[src/rtl/weight_ctrl_pkg.sv]
// Shared defaults and state encoding for the weight-RAM bank controller.
package weight_ctrl_pkg;

  localparam int unsigned K_DEF      = 5;
  localparam int unsigned NCH_DEF    = 3;
  localparam int unsigned DATA_W_DEF = 16;
  localparam int unsigned ADDR_W_DEF = 3;

  typedef enum logic [1:0] {
    ST_IDLE   = 2'd0,
    ST_LOAD   = 2'd1,
    ST_LOADED = 2'd2,
    ST_READ   = 2'd3
  } state_t;

endpackage

[src/rtl/kernel_idx_counter.sv]
// Row/column index counter: clear, increment, wrap col COLS-1 -> 0 with row+1, last-position flag.
module kernel_idx_counter #(
  parameter int unsigned ROWS = 5,
  parameter int unsigned COLS = 5,
  parameter int unsigned W    = 3
) (
  input  logic         clk,
  input  logic         rst_n,
  input  logic         clr,
  input  logic         inc,
  output logic [W-1:0] row,
  output logic [W-1:0] col,
  output logic         last
);

  localparam logic [W-1:0] ROW_MAX = W'(ROWS - 1);
  localparam logic [W-1:0] COL_MAX = W'(COLS - 1);

  always_ff @(posedge clk or negedge rst_n) begin
    if (!rst_n) begin
      row <= '0;
      col <= '0;
    end else if (clr) begin
      row <= '0;
      col <= '0;
    end else if (inc) begin
      if (col == COL_MAX) begin
        col <= '0;
        row <= (row == ROW_MAX) ? '0 : row + 1'b1;
      end else begin
        col <= col + 1'b1;
      end
    end
  end

  assign last = (row == ROW_MAX) && (col == COL_MAX);

endmodule

[src/rtl/weight_ram_ctrl.sv]
// Loads a streamed NCH-channel KxK kernel into the weight RAM bank row-major, then replays its
// rows on request with row_valid aligned to RAM read data.
module weight_ram_ctrl
  import weight_ctrl_pkg::*;
#(
  parameter int unsigned K      = K_DEF,
  parameter int unsigned NCH    = NCH_DEF,
  parameter int unsigned DATA_W = DATA_W_DEF,
  parameter int unsigned ADDR_W = ADDR_W_DEF,
  parameter int unsigned RD_LAT = 1
) (
  input  logic                  clk,
  input  logic                  rst_n,
  input  logic                  load_start,
  input  logic                  w_valid,
  output logic                  w_ready,
  input  logic [NCH*DATA_W-1:0] w_data,
  output logic                  load_done,
  input  logic                  rd_start,
  output logic                  rd_busy,
  output logic                  row_valid,
  output logic [ADDR_W-1:0]     row_idx,
  output logic                  rd_last,
  output logic                  cmd_err,
  output logic [ADDR_W-1:0]     ram_addr_write,
  output logic [K-1:0]          ram_write_enable,
  output logic [NCH*DATA_W-1:0] ram_data_in,
  output logic [ADDR_W-1:0]     ram_addr_read,
  output logic                  ram_read_enable
);

  state_t state, state_nxt;

  logic                  w_ready_nxt, load_done_nxt, cmd_err_nxt, rd_busy_nxt;
  logic [ADDR_W-1:0]     waddr_nxt, raddr_nxt;
  logic [K-1:0]          we_nxt;
  logic [NCH*DATA_W-1:0] wdata_nxt;
  logic                  re_nxt, rlast_nxt, ram_read_last;

  logic              ld_clr, ld_inc, ld_last;
  logic [ADDR_W-1:0] ld_row, ld_col;
  logic              rd_clr, rd_inc, rd_cnt_last;
  logic [ADDR_W-1:0] rd_row, rd_col_unused;

  logic              pv    [RD_LAT];
  logic [ADDR_W-1:0] pidx  [RD_LAT];
  logic              plast [RD_LAT];

  kernel_idx_counter #(.ROWS(K), .COLS(K), .W(ADDR_W)) u_load_cnt (
    .clk  (clk),
    .rst_n(rst_n),
    .clr  (ld_clr),
    .inc  (ld_inc),
    .row  (ld_row),
    .col  (ld_col),
    .last (ld_last)
  );

  kernel_idx_counter #(.ROWS(K), .COLS(1), .W(ADDR_W)) u_read_cnt (
    .clk  (clk),
    .rst_n(rst_n),
    .clr  (rd_clr),
    .inc  (rd_inc),
    .row  (rd_row),
    .col  (rd_col_unused),
    .last (rd_cnt_last)
  );

  always_comb begin
    state_nxt     = state;
    w_ready_nxt   = w_ready;
    load_done_nxt = load_done;
    rd_busy_nxt   = rd_busy;
    cmd_err_nxt   = 1'b0;
    we_nxt        = '0;
    waddr_nxt     = ram_addr_write;
    wdata_nxt     = ram_data_in;
    re_nxt        = 1'b0;
    raddr_nxt     = ram_addr_read;
    rlast_nxt     = 1'b0;
    ld_clr        = 1'b0;
    ld_inc        = 1'b0;
    rd_clr        = 1'b0;
    rd_inc        = 1'b0;

    case (state)
      ST_IDLE: begin
        if (load_start) begin
          state_nxt   = ST_LOAD;
          w_ready_nxt = 1'b1;
          ld_clr      = 1'b1;
          rd_clr      = 1'b1;
        end
        if (rd_start) cmd_err_nxt = 1'b1;
      end

      ST_LOAD: begin
        // A beat arriving with load_start is dropped so the restart begins cleanly at beat 0.
        if (load_start) begin
          ld_clr = 1'b1;
        end else if (w_valid && w_ready) begin
          ld_inc    = 1'b1;
          we_nxt    = K'(1) << ld_col;
          waddr_nxt = ld_row;
          wdata_nxt = w_data;
          if (ld_last) begin
            w_ready_nxt   = 1'b0;
            load_done_nxt = 1'b1;
            state_nxt     = ST_LOADED;
          end
        end
        if (rd_start) cmd_err_nxt = 1'b1;
      end

      ST_LOADED: begin
        if (load_start) begin
          state_nxt     = ST_LOAD;
          w_ready_nxt   = 1'b1;
          load_done_nxt = 1'b0;
          ld_clr        = 1'b1;
          rd_clr        = 1'b1;
          if (rd_start) cmd_err_nxt = 1'b1;
        end else if (rd_start) begin
          state_nxt   = ST_READ;
          rd_busy_nxt = 1'b1;
          re_nxt      = 1'b1;
          raddr_nxt   = rd_row;
          rlast_nxt   = rd_cnt_last;
          rd_inc      = 1'b1;
        end
      end

      ST_READ: begin
        // Reads issue back to back until the one tagged last; the pipe then drains.
        if (ram_read_enable && !ram_read_last) begin
          re_nxt    = 1'b1;
          raddr_nxt = rd_row;
          rlast_nxt = rd_cnt_last;
          rd_inc    = 1'b1;
        end
        if (row_valid && rd_last) begin
          rd_busy_nxt = 1'b0;
          state_nxt   = ST_LOADED;
        end
        if (rd_start || load_start) cmd_err_nxt = 1'b1;
      end

      default: state_nxt = ST_IDLE;
    endcase
  end

  always_ff @(posedge clk or negedge rst_n) begin
    if (!rst_n) begin
      state            <= ST_IDLE;
      w_ready          <= 1'b0;
      load_done        <= 1'b0;
      rd_busy          <= 1'b0;
      cmd_err          <= 1'b0;
      ram_write_enable <= '0;
      ram_addr_write   <= '0;
      ram_data_in      <= '0;
      ram_read_enable  <= 1'b0;
      ram_addr_read    <= '0;
      ram_read_last    <= 1'b0;
    end else begin
      state            <= state_nxt;
      w_ready          <= w_ready_nxt;
      load_done        <= load_done_nxt;
      rd_busy          <= rd_busy_nxt;
      cmd_err          <= cmd_err_nxt;
      ram_write_enable <= we_nxt;
      ram_addr_write   <= waddr_nxt;
      ram_data_in      <= wdata_nxt;
      ram_read_enable  <= re_nxt;
      ram_addr_read    <= raddr_nxt;
      ram_read_last    <= rlast_nxt;
    end
  end

  always_ff @(posedge clk or negedge rst_n) begin
    if (!rst_n) begin
      for (int unsigned i = 0; i < RD_LAT; i++) begin
        pv[i]    <= 1'b0;
        pidx[i]  <= '0;
        plast[i] <= 1'b0;
      end
    end else begin
      pv[0]    <= ram_read_enable;
      pidx[0]  <= ram_addr_read;
      plast[0] <= ram_read_enable && ram_read_last;
      for (int unsigned i = 1; i < RD_LAT; i++) begin
        pv[i]    <= pv[i-1];
        pidx[i]  <= pidx[i-1];
        plast[i] <= plast[i-1];
      end
    end
  end

  assign row_valid = pv[RD_LAT-1];
  assign row_idx   = pidx[RD_LAT-1];
  assign rd_last   = plast[RD_LAT-1];

endmodule

[config.mk]
export PLATFORM = sky130hd
export DESIGN_NAME = weight_ram_ctrl
export DESIGN_NICKNAME = d
export VERILOG_FILES = /design/src/rtl/weight_ctrl_pkg.sv /design/src/rtl/kernel_idx_counter.sv /design/src/rtl/weight_ram_ctrl.sv
export SDC_FILE = /design/constraint.sdc
export NUM_CORES = 1
export LEC_CHECK = 0
export ABC_AREA = 1
export BUFFER_PORTS_ARGS = -buffer_cell sky130_fd_sc_hd__buf_2
export CAP_MARGIN = 30
export CORE_MARGIN = 5
export CORE_UTILIZATION = 35
export DETAILED_ROUTE_END_ITERATION = 12
export PLACE_DENSITY = 0.66
export SLEW_MARGIN = 20
export SYNTH_ARGS = -nofsm -noshare
export SYNTH_HDL_FRONTEND = slang
export SYNTH_SLANG_ARGS = --single-unit
[constraint.sdc]
create_clock -name clk -period 2.25 [get_ports clk]
set_clock_uncertainty 0.15 [all_clocks]
set_input_delay 0.5625 -clock clk [delete_from_list [all_inputs] [get_ports clk]]
set_output_delay 0.5625 -clock clk [all_outputs]
set_load 0.02 [all_outputs]
==> reports/qor.csv, run 1 <==
stage,metric,value,unit
outcome,status,finished clean,
run,cap_violations,0,
sta,period_share,0.753,
critical_path,worstPathArrival,980,ps
critical_path,required,1540,ps
yosys,yosys-top-cells-area,"dfrtp_1, nand2_1, ha_1",
clock_tree,clk_latency,350,ps
routing,drt_iter0_drc,254,
clock_tree,postCtsSetupBuffers,0,
critical_path,crit_buf_inv,1,
yosys,syn_avg_cell_area,8.98,µm²
routing,drt_first_pass_iters,6,
place,place_ws,520,ps
final_layout,diodes,0,
routing,wl,8120,µm
yosys,synth_seq_area_share,0.602,
critical_path,end_kind,output port,
sta,clock.fmax,0.590,GHz
sta,finalMaxSlewViolations,0,
yosys,synth_top_area_frac,0.602,
critical_path,max_stage_delay,430,ps
routing,route.detailed.drc,0,
yosys,yosysUniqueCellTypes,21,
place,post_dp_cell_area,0.00424,mm²
critical_path,crit_family,flip-flops,
place,port-buffer-count,121,
clock_tree,cts_tree,done,
power_and_ir_drop,p_leak,2.55,nW
sta,worst_slew_pin_slew,491,ps
grt,grt_pass1_vias,2869,
die,die-area,0.0121,mm²
yosys,ys.warnings.count,0,
sta,slew_headroom,0.672,
power_and_ir_drop,vdd_drop_max,0.526,mV
final_layout,final_layout_size_suffix_gt1_frac,0.292,
final_layout,regArea,0.00210,mm²
critical_path,start_kind,register,
critical_path,cp_cell_sequence,buf_2,
yosys,ys_ff_latch,84,
clock_tree,cts_buffers,9,
critical_path,critical-path-slowest-cell,dfrtp_1,
final_layout,fillCellCount,995,
clock_tree,htree_levels,3,
grt,grt_start_max_net_pins,38,
final_layout,layout.nets,579,
clock_tree,cts_resized,0,
die,die_width,110,µm
routing,route.vias.total,2886,
grt,antenna_found_initial,0,
grt,grt_overflow,0,
power_and_ir_drop,power,5.73,mW
yosys,netlist_instances,389,
sta,setup_tns,0,ps
power_and_ir_drop,powerDensity,1290,mW/mm²
die,io_pins,122,
clock_tree,cts_hold_buf,0,
critical_path,worstSetupPathType,reg -> out,
die,die_y,110,µm
yosys,yosys.area.top_type,dfrtp_1,
clock_tree,clock-root-buffer,clkbuf_8,
clock_tree,cts_num_sinks,84,
place,dpl.hpwl,6040,µm
clock_tree,clk_pin_slew,80,ps
hold_path,hold_class,in -> async,
die,core_area,0.00977,mm²
sta,rsz0062_at_grt,false,
routing,vias_per_cell,4.42,
grt,grt_pass1_wl,13100,µm
final_layout,fin_area,0.00444,mm²
routing,wl_per_cell,12.4,µm
final_layout,syn2layout_area_growth,27.2,%
critical_path,crit_fanout,4,
place,gp_congestion,0.757,
clock_tree,cts_buffer_depth,2,
yosys,syn_nets,453,
routing,postRouteAntennaNets,0,
sta,setup-violations-final,0,
sta,finalWorstSetupSlack,556,ps
sta,hold_violations,0,
grt,grtUsageTotal,0.138,
final_layout,multiInputGateArea,0.00118,mm²
sta,period_needed,1690,ps
yosys,synth_area,0.00349,mm²
die,start_util,0.357,
die,num_rows,36,
[kinds of logic after synthesis]
| family | Yosys count | share of synthesized area |
|---|---|---|
| and+or+nand+nor | 228 | 0.260 |
| DFF | 84 | 0.602 |
| buffers and inverters | 42 | 0.0609 |
| AOI/OAI and AO/OA | 22 | 0.0326 |
| adders and majority gates | 11 | 0.0394 |
| xor gates and xnor gates | 2 | 0.00502 |
[metrics by stage]
stage | util | hold WS (ps) | cells
after floorplan | - | 117 | 389
after global placement | 0.434 | 239 | 637
after detailed placement | 0.434 | 246 | 637
after CTS | 0.455 | 24.3 | 653
after global routing | 0.455 | 44.7 | 653
final | 0.455 | 11.2 | 653
[worst paths after layout]
check,from,to,slack [ps],depth (start not counted)
setup reg to reg,u_load_cnt.col[0],u_load_cnt.row[0],610,8
max in group asynchronous,rst_n,ram_data_in[29],1380,2
setup / recovery,ram_read_enable,ram_read_enable,560,1
hold reg to reg,ram_addr_read[0],row_idx[0],260,0
hold / removal,rst_n,ram_data_in[42],10,1
min in group clk,w_data[31],ram_data_in[31],250,3
[flip-flops by register name, summed over array words and instances (netlist names), 2 cells and up]
signal / count
state: 2
ram_addr_write: 3
u_load_cnt.col: 3
u_read_cnt.row: 3
u_read_cnt.col: 3
u_load_cnt.row: 3
ram_write_enable: 5
row_idx: 3
ram_addr_read: 3
ram_data_in: 48
[synth_stat cells (all sizes together)]
| cell | n |
|---|---|
| nor2 | 14 |
| nand4 | 2 |
| inv | 29 |
| o21ai | 16 |
| a21boi | 1 |
| nand3 | 21 |
| nor3b | 1 |
| a21oi | 4 |
| buf | 13 |
| ha | 11 |
| xnor2 | 2 |
| dfrtp | 84 |
| o22ai | 1 |
| nand2 | 190 |
[where the power goes]
part	leakage, nW	switching [mW]	internal (mW)
registers	1.07	0.326	2.07
clock network	0.102	0.522	0.571
logic	1.37	1.49	0.750
total	2.55	2.34	3.39
[metal layers]
metal / global-route usage / vias up / part of all wire
met5: 0 / - / 0
li1: - / 1454 / -
met1: 0.169 / 1330 / 0.43
met3: 0.0352 / 13 / 0.078
met4: 0.0588 / 0 / 0.018
met2: 0.231 / 89 / 0.48
[layout by cell type, fill, tap and decap left out]
cell,synthesis,final
clkbuf_1,0,1
nand3_1,20,20
dfrtp_1,84,84
ha_1,11,11
a21oi_1,4,4
buf_2,5,120
o21ai_1,2,2
clkinvlp_4,0,1
bufinv_16,0,1
nand3_2,1,1
clkbuf_8,0,11
nand4_1,2,2
buf_4,3,6
nand2_1,187,187
inv_1,24,24
xnor2_1,2,2
nand2_4,1,1
nor3b_1,1,1
clkinv_2,0,2
nand2_2,2,2
a21boi_0,1,1
o21ai_0,14,14
o22ai_1,1,1
buf_12,0,2
nor2_1,14,14
inv_2,5,5
[cell type report]
cell class	instances	share of cell area
Multi-Input combinational cell	263	0.265
Clock inverter	4	0.0107
Timing Repair Buffer	128	0.154
Clock buffer	12	0.0349
Sequential cell	84	0.473
Tap cell	133	0.0375
Inverter	29	0.0245
No activity file was read; power rests on OpenSTA's default activity.
==> run 2, diff against run 1 <==
Clock period 2.25 ns to 1.7 ns, I/O delays scaled along.
==> run 2 against run 1 <==
Net effect: hold slack improved by 110 ps; worst setup slack got worse by 410 ps; sequential share of layout area fell by 0.57 points; global-route usage fell by 0.20 points; clock-buffer cell count fell by 2; critical path type unchanged; highest routed layer unchanged.
==> reports/qor.csv, run 2 (synthesis gave the netlist of run 1 again) <==
stage,metric,value,unit
outcome,status,finished clean,
grt,grtUsageTotal,0.136,
sta,period_needed,1550,ps
routing,wl,8050,µm
clock_tree,cts_tree,done,
sta,period_share,0.913,
clock_tree,postCtsSetupBuffers,0,
final_layout,layout.nets,582,
grt,antenna_found_initial,0,
critical_path,end_kind,output port,
sta,finalWorstSetupSlack,147,ps
critical_path,crit_buf_inv,1,
hold_path,hold_class,in -> reg,
final_layout,mostFrequentLayoutCell,nand2_1,
sta,setup-violations-final,0,
final_layout,largest_reg_flops,48,
grt,grt_pass1_vias,2797,
critical_path,crit_family,flip-flops,
power_and_ir_drop,p_leak,2.57,nW
clock_tree,cts_buffers,9,
clock_tree,cts_num_sinks,84,
die,io_pins,122,
grt,grt_overflow,0,
critical_path,cp-endpoint,ram_read_enable,
run,cap_violations,0,
power_and_ir_drop,switching_share,0.406,
routing,top_layer,met4,
power_and_ir_drop,vdd_drop_max,0.707,mV
critical_path,max_stage_delay,440,ps
die,die-area,0.0121,mm²
place,dpl.hpwl,5910,µm
power_and_ir_drop,powerDensity,1720,mW/mm²
critical_path,start_kind,register,
final_layout,syn2layout_area_growth,28.8,%
routing,vias_per_cell,4.44,
routing,wl_met3,582,µm
critical_path,r2r-end,u_load_cnt.row[1],
critical_path,rrSetupSlack,170,ps
final_layout,top_regs,"ram_data_in (48), ram_write_enable (5)",
sta,finalMaxSlewViolations,0,
routing,wl_per_cell,12.3,µm
grt,grt_start_max_net_pins,85,
critical_path,cp_cell_sequence,buf_2,
power_and_ir_drop,internal_power,4.59,mW
die,die_y,110,µm
power_and_ir_drop,p_seq_frac,0.411,
die,core_area,0.00977,mm²
clock_tree,cts_buffer_depth,2,
routing,wl_met2,3760,µm
critical_path,worstSetupStartpoint,ram_read_enable,
die,die_width,110,µm
die,num_rows,36,
critical_path,rr_worst_depth,8,
sta,rsz0062_at_grt,false,
grt,grt_pass1_wl,13000,µm
final_layout,max_flop_register,ram_data_in,
routing,met1_length,3630,µm
critical_path,crit_fanout,4,
critical_path,required,1120,ps
critical_path,critical-path-slowest-cell,dfrtp_1,
sta,slew_headroom,0.701,
critical_path,cp.depth,1,
sta,worst_slew_pin_slew,448,ps
place,post_dp_cell_area,0.00427,mm²
sta,clock.fmax,0.644,GHz
critical_path,worstReg2RegStart,u_load_cnt.col[1],
power_and_ir_drop,switchingPower,3.15,mW
routing,postRouteAntennaNets,0,
sta,hold_violations,0,
die,start_util,0.357,
routing,drt_first_pass_iters,6,
power_and_ir_drop,combPwrFrac,0.389,
critical_path,worstPathArrival,980,ps
clock_tree,clk_pin_slew,90,ps
place,place_ws,109,ps
final_layout,fin_util,0.460,
final_layout,final_layout_size_suffix_gt1_frac,0.300,
place,gp_congestion,0.811,
clock_tree,clk_latency,340,ps
power_and_ir_drop,p_clk_frac,0.200,
clock_tree,clock-root-buffer,clkbuf_8,
final_layout,final_cell_mix,"nand2_1, buf_2, dfrtp_1",
final_layout,fin_area,0.00450,mm²
routing,route.vias.total,2913,
sta,setup_tns,0,ps
place,port-buffer-count,121,
routing,drt_iter0_drc,190,
routing,route.detailed.drc,0,
critical_path,worstSetupPathType,reg -> out,
final_layout,diodes,0,
sta,hold-worst-slack,117,ps
clock_tree,htree_levels,3,
## run 2: final cells by class
class                           instances  area [µm²]
Fill cell                             959        5280
Sequential cell                        84        2100
Multi-Input combinational cell        263        1180
Timing Repair Buffer                  131         723
Tap cell                              133         166
Clock buffer                           10         128
Inverter                               29         109
Clock inverter                          6        88.8
## run 2: worst min-delay path by stage
stage | start | endpoint | slack [ps] | cells after the start
2_1_floorplan | rst_n | cmd_err | -20 | 0
3_3_place_gp | ram_addr_read[0] | row_idx[0] | 230 | 0
3_5_place_dp | ram_addr_read[1] | row_idx[1] | 240 | 0
4_1_cts | w_data[37] | ram_data_in[37] | 100 | 3
5_1_grt | w_data[45] | ram_data_in[45] | 100 | 3
6_report | w_data[37] | ram_data_in[37] | 120 | 3
## run 2: worst reg2reg max path, delay by kind of cell (launching register included)
| kind | cells | cell delay, ps |
|---|---|---|
| adder cells (fa/ha/maj) | 1 | 170 |
| flip-flops | 1 | 410 |
| AND/OR/NAND/NOR | 4 | 440 |
| buffers and inverters | 2 | 220 |
| AO/OA/AOI/OAI | 1 | 70 |
## run 2: metrics by stage
step                      instances  power (mW)
after floorplan                 389        5.13
after detailed placement        639        6.26
after CTS                       656        7.83
after global routing            656        8.35
after global placement          639        6.17
final                           656        7.74
## run 2: routing by layer
| metal | vias up | global-route usage |
|---|---|---|
| met1 | 1369 | 0.179 |
| met2 | 83 | 0.217 |
| li1 | 1451 | - |
| met5 | - | 0 |
| met3 | 10 | 0.0358 |
| met4 | 0 | 0.0481 |
## run 2: repair_timing
action,in CTS,in global routing
hold buffers,1,0
setup endpoints to repair,0,5
hold endpoints to repair,84,0
resized for setup,0,3
## run 2: power groups by stage
stage	Sequential (mW)	Combinational (mW)	Clock, mW
final	3.18	3.01	1.55
after global placement	3.18	2.98	0
after floorplan	4.03	1.09	0
after detailed placement	3.21	3.05	0
after global routing	3.28	3.36	1.71
after CTS	3.18	3.06	1.60
==> run 3, diff against run 2 <==
Clock period 1.7 ns to 1.85 ns, I/O delays scaled along.
==> run 3 against run 2 <==
Net effect: clock power down 17%; hold slack improved by 44 ps; non-clock buffer count decreased by 2; die area unchanged; via count down 1.8%; register-to-register slack gained 80 ps; flip-flop and latch count unchanged; first-iteration DRC count shrank 35%; largest cell class unchanged; highest routed layer unchanged.
==> reports/qor.csv, run 3 (synthesis gave the netlist of run 1 again) <==
stage,metric,value,unit
grt,gr-max-usage-layer,met2,
grt,grt.met3_usage,0.0470,
die,io_pins,122,
outcome,status,finished clean,
hold_path,hold_class,in -> reg,
final_layout,mostFrequentLayoutCell,nand2_1,
power_and_ir_drop,p_seq_frac,0.421,
final_layout,final_cell_mix,"nand2_1, buf_2, dfrtp_1",
clock_tree,clock-root-buffer,clkbuf_8,
clock_tree,cts_hold_buf,1,
final_layout,top_regs,"ram_data_in (48), ram_write_enable (5)",
final_layout,fin_util,0.456,
die,die-area,0.0121,mm²
final_layout,largest_reg_flops,48,
die,die_y,110,µm
die,start_util,0.357,
sta,clock.fmax,0.625,GHz
sta,worst_slew_pin_slew,422,ps
grt,grtUsageTotal,0.134,
grt,grt_pass1_wl,12600,µm
clock_tree,htree_levels,3,
die,core_area,0.00977,mm²
sta,finalMaxSlewViolations,0,
grt,grt_use_met1,0.163,
grt,grt_start_max_net_pins,38,
critical_path,worstReg2RegStart,u_load_cnt.col[0],
power_and_ir_drop,switching_share,0.409,
die,die_width,110,µm
sta,rsz0062_at_grt,false,
clock_tree,cts_buffer_depth,2,
routing,route.detailed.drc,0,
power_and_ir_drop,combPwrFrac,0.395,
grt,grt_pass1_vias,2762,
critical_path,worstPathArrival,1690,ps
power_and_ir_drop,vdd_drop_max,0.639,mV
clock_tree,cts_resized,0,
sta,setup_tns,0,ps
grt,grt_use_met2,0.222,
hold_path,worstHoldStart,w_data[41],
clock_tree,clk_latency,340,ps
grt,antenna_found_initial,0,
sta,slew_headroom,0.718,
routing,wl,7840,µm
critical_path,end_kind,register,
routing,vias_per_cell,4.38,
routing,wl_per_cell,12.0,µm
power_and_ir_drop,internal_power,4.10,mW
clock_tree,postCtsSetupBuffers,0,
clock_tree,cts_tree,done,
final_layout,max_flop_register,ram_data_in,
critical_path,required,1940,ps
critical_path,start_kind,register,
power_and_ir_drop,p_leak,2.55,nW
clock_tree,cts_num_sinks,84,
place,post_dp_cell_area,0.00425,mm²
routing,postRouteAntennaNets,0,
sta,period_needed,1600,ps
sta,hold_violations,0,
sta,period_share,0.865,
power_and_ir_drop,p_clk_frac,0.184,
place,dpl.hpwl,5890,µm
routing,drt_first_pass_iters,4,
final_layout,diodes,0,
power_and_ir_drop,switchingPower,2.84,mW
routing,drt_iter0_drc,124,
critical_path,crit_fanout,4,
clock_tree,cts_buffers,9,
final_layout,fin_area,0.00445,mm²
final_layout,syn2layout_area_growth,27.6,%
power_and_ir_drop,powerDensity,1560,mW/mm²
final_layout,layout.nets,580,
die,num_rows,36,
place,port-buffer-count,121,
routing,route.vias.total,2860,
run,cap_violations,0,
final_layout,final_layout_size_suffix_gt1_frac,0.290,
critical_path,worstSetupPathType,reg -> reg,
critical_path,worstSetupStartpoint,u_load_cnt.col[0],
clock_tree,clk_pin_slew,80,ps
place,gp_congestion,0.766,
grt,grt_overflow,0,
sta,setup-violations-final,0,
run 3: cell count changes in the layout (fill, tap and decap cells not counted):
cell and delta:
bufinv_16 -1, clkinv_4 -1, clkbuf_8 +1, nand2_2 -1, inv_2 -2, nand2_1 +1
buf_4 -2, inv_1 +2
run 3: through the flow:
step                hold WS (ps)  power [mW]  instances  setup slack (ps)
floorplan                   16.9        4.71        389               452
global placement             237        5.65        637               280
detailed placement           243        5.74        637               229
CTS                          136        7.06        653               230
global route                 137        7.49        653              43.1
finish                       162        6.94        653               250
run 3: layout make-up:
type | instances | area, µm²
Inverter | 29 | 109
Multi-Input combinational cell | 263 | 1180
Fill cell | 1002 | 5320
Sequential cell | 84 | 2100
Tap cell | 133 | 166
Clock buffer | 11 | 141
Timing Repair Buffer | 129 | 708
Clock inverter | 4 | 50.0
run 3: power by group through the flow:
stage	clock, mW	sequential [mW]	combinational (mW)
2_1_floorplan	0	3.70	1.01
3_3_place_gp	0	2.93	2.72
3_5_place_dp	0	2.95	2.78
4_1_cts	1.34	2.93	2.79
5_1_grt	1.42	3.01	3.05
6_report	1.28	2.92	2.74
run 3: final timing paths:
kind,endpoint,slack [ps],depth (start not counted)
setup / recovery,state[1],250,9
hold / removal,ram_data_in[41],160,3
setup reg to reg,state[1],250,9
hold reg to reg,row_idx[0],270,0
max in group asynchronous,ram_data_in[8],520,3
min in group asynchronous,ram_data_in[42],440,2
run 3: routing by layer:
metal  up-vias  wire (µm)
met4         0         77
li1       1447          -
met3        10        622
met1      1321       3380
met2        82       3760
met5         -          0
run 3: critical path, stage by stage, from the launching register on:
cell	delay, ps
dfrtp_1	410
inv_1	140
ha_1	190
nand2_1	80
nor2_1	130
nand2_1	60
nand2_1	110
nand3_1	110
nand2_1	70
nand2_1	50
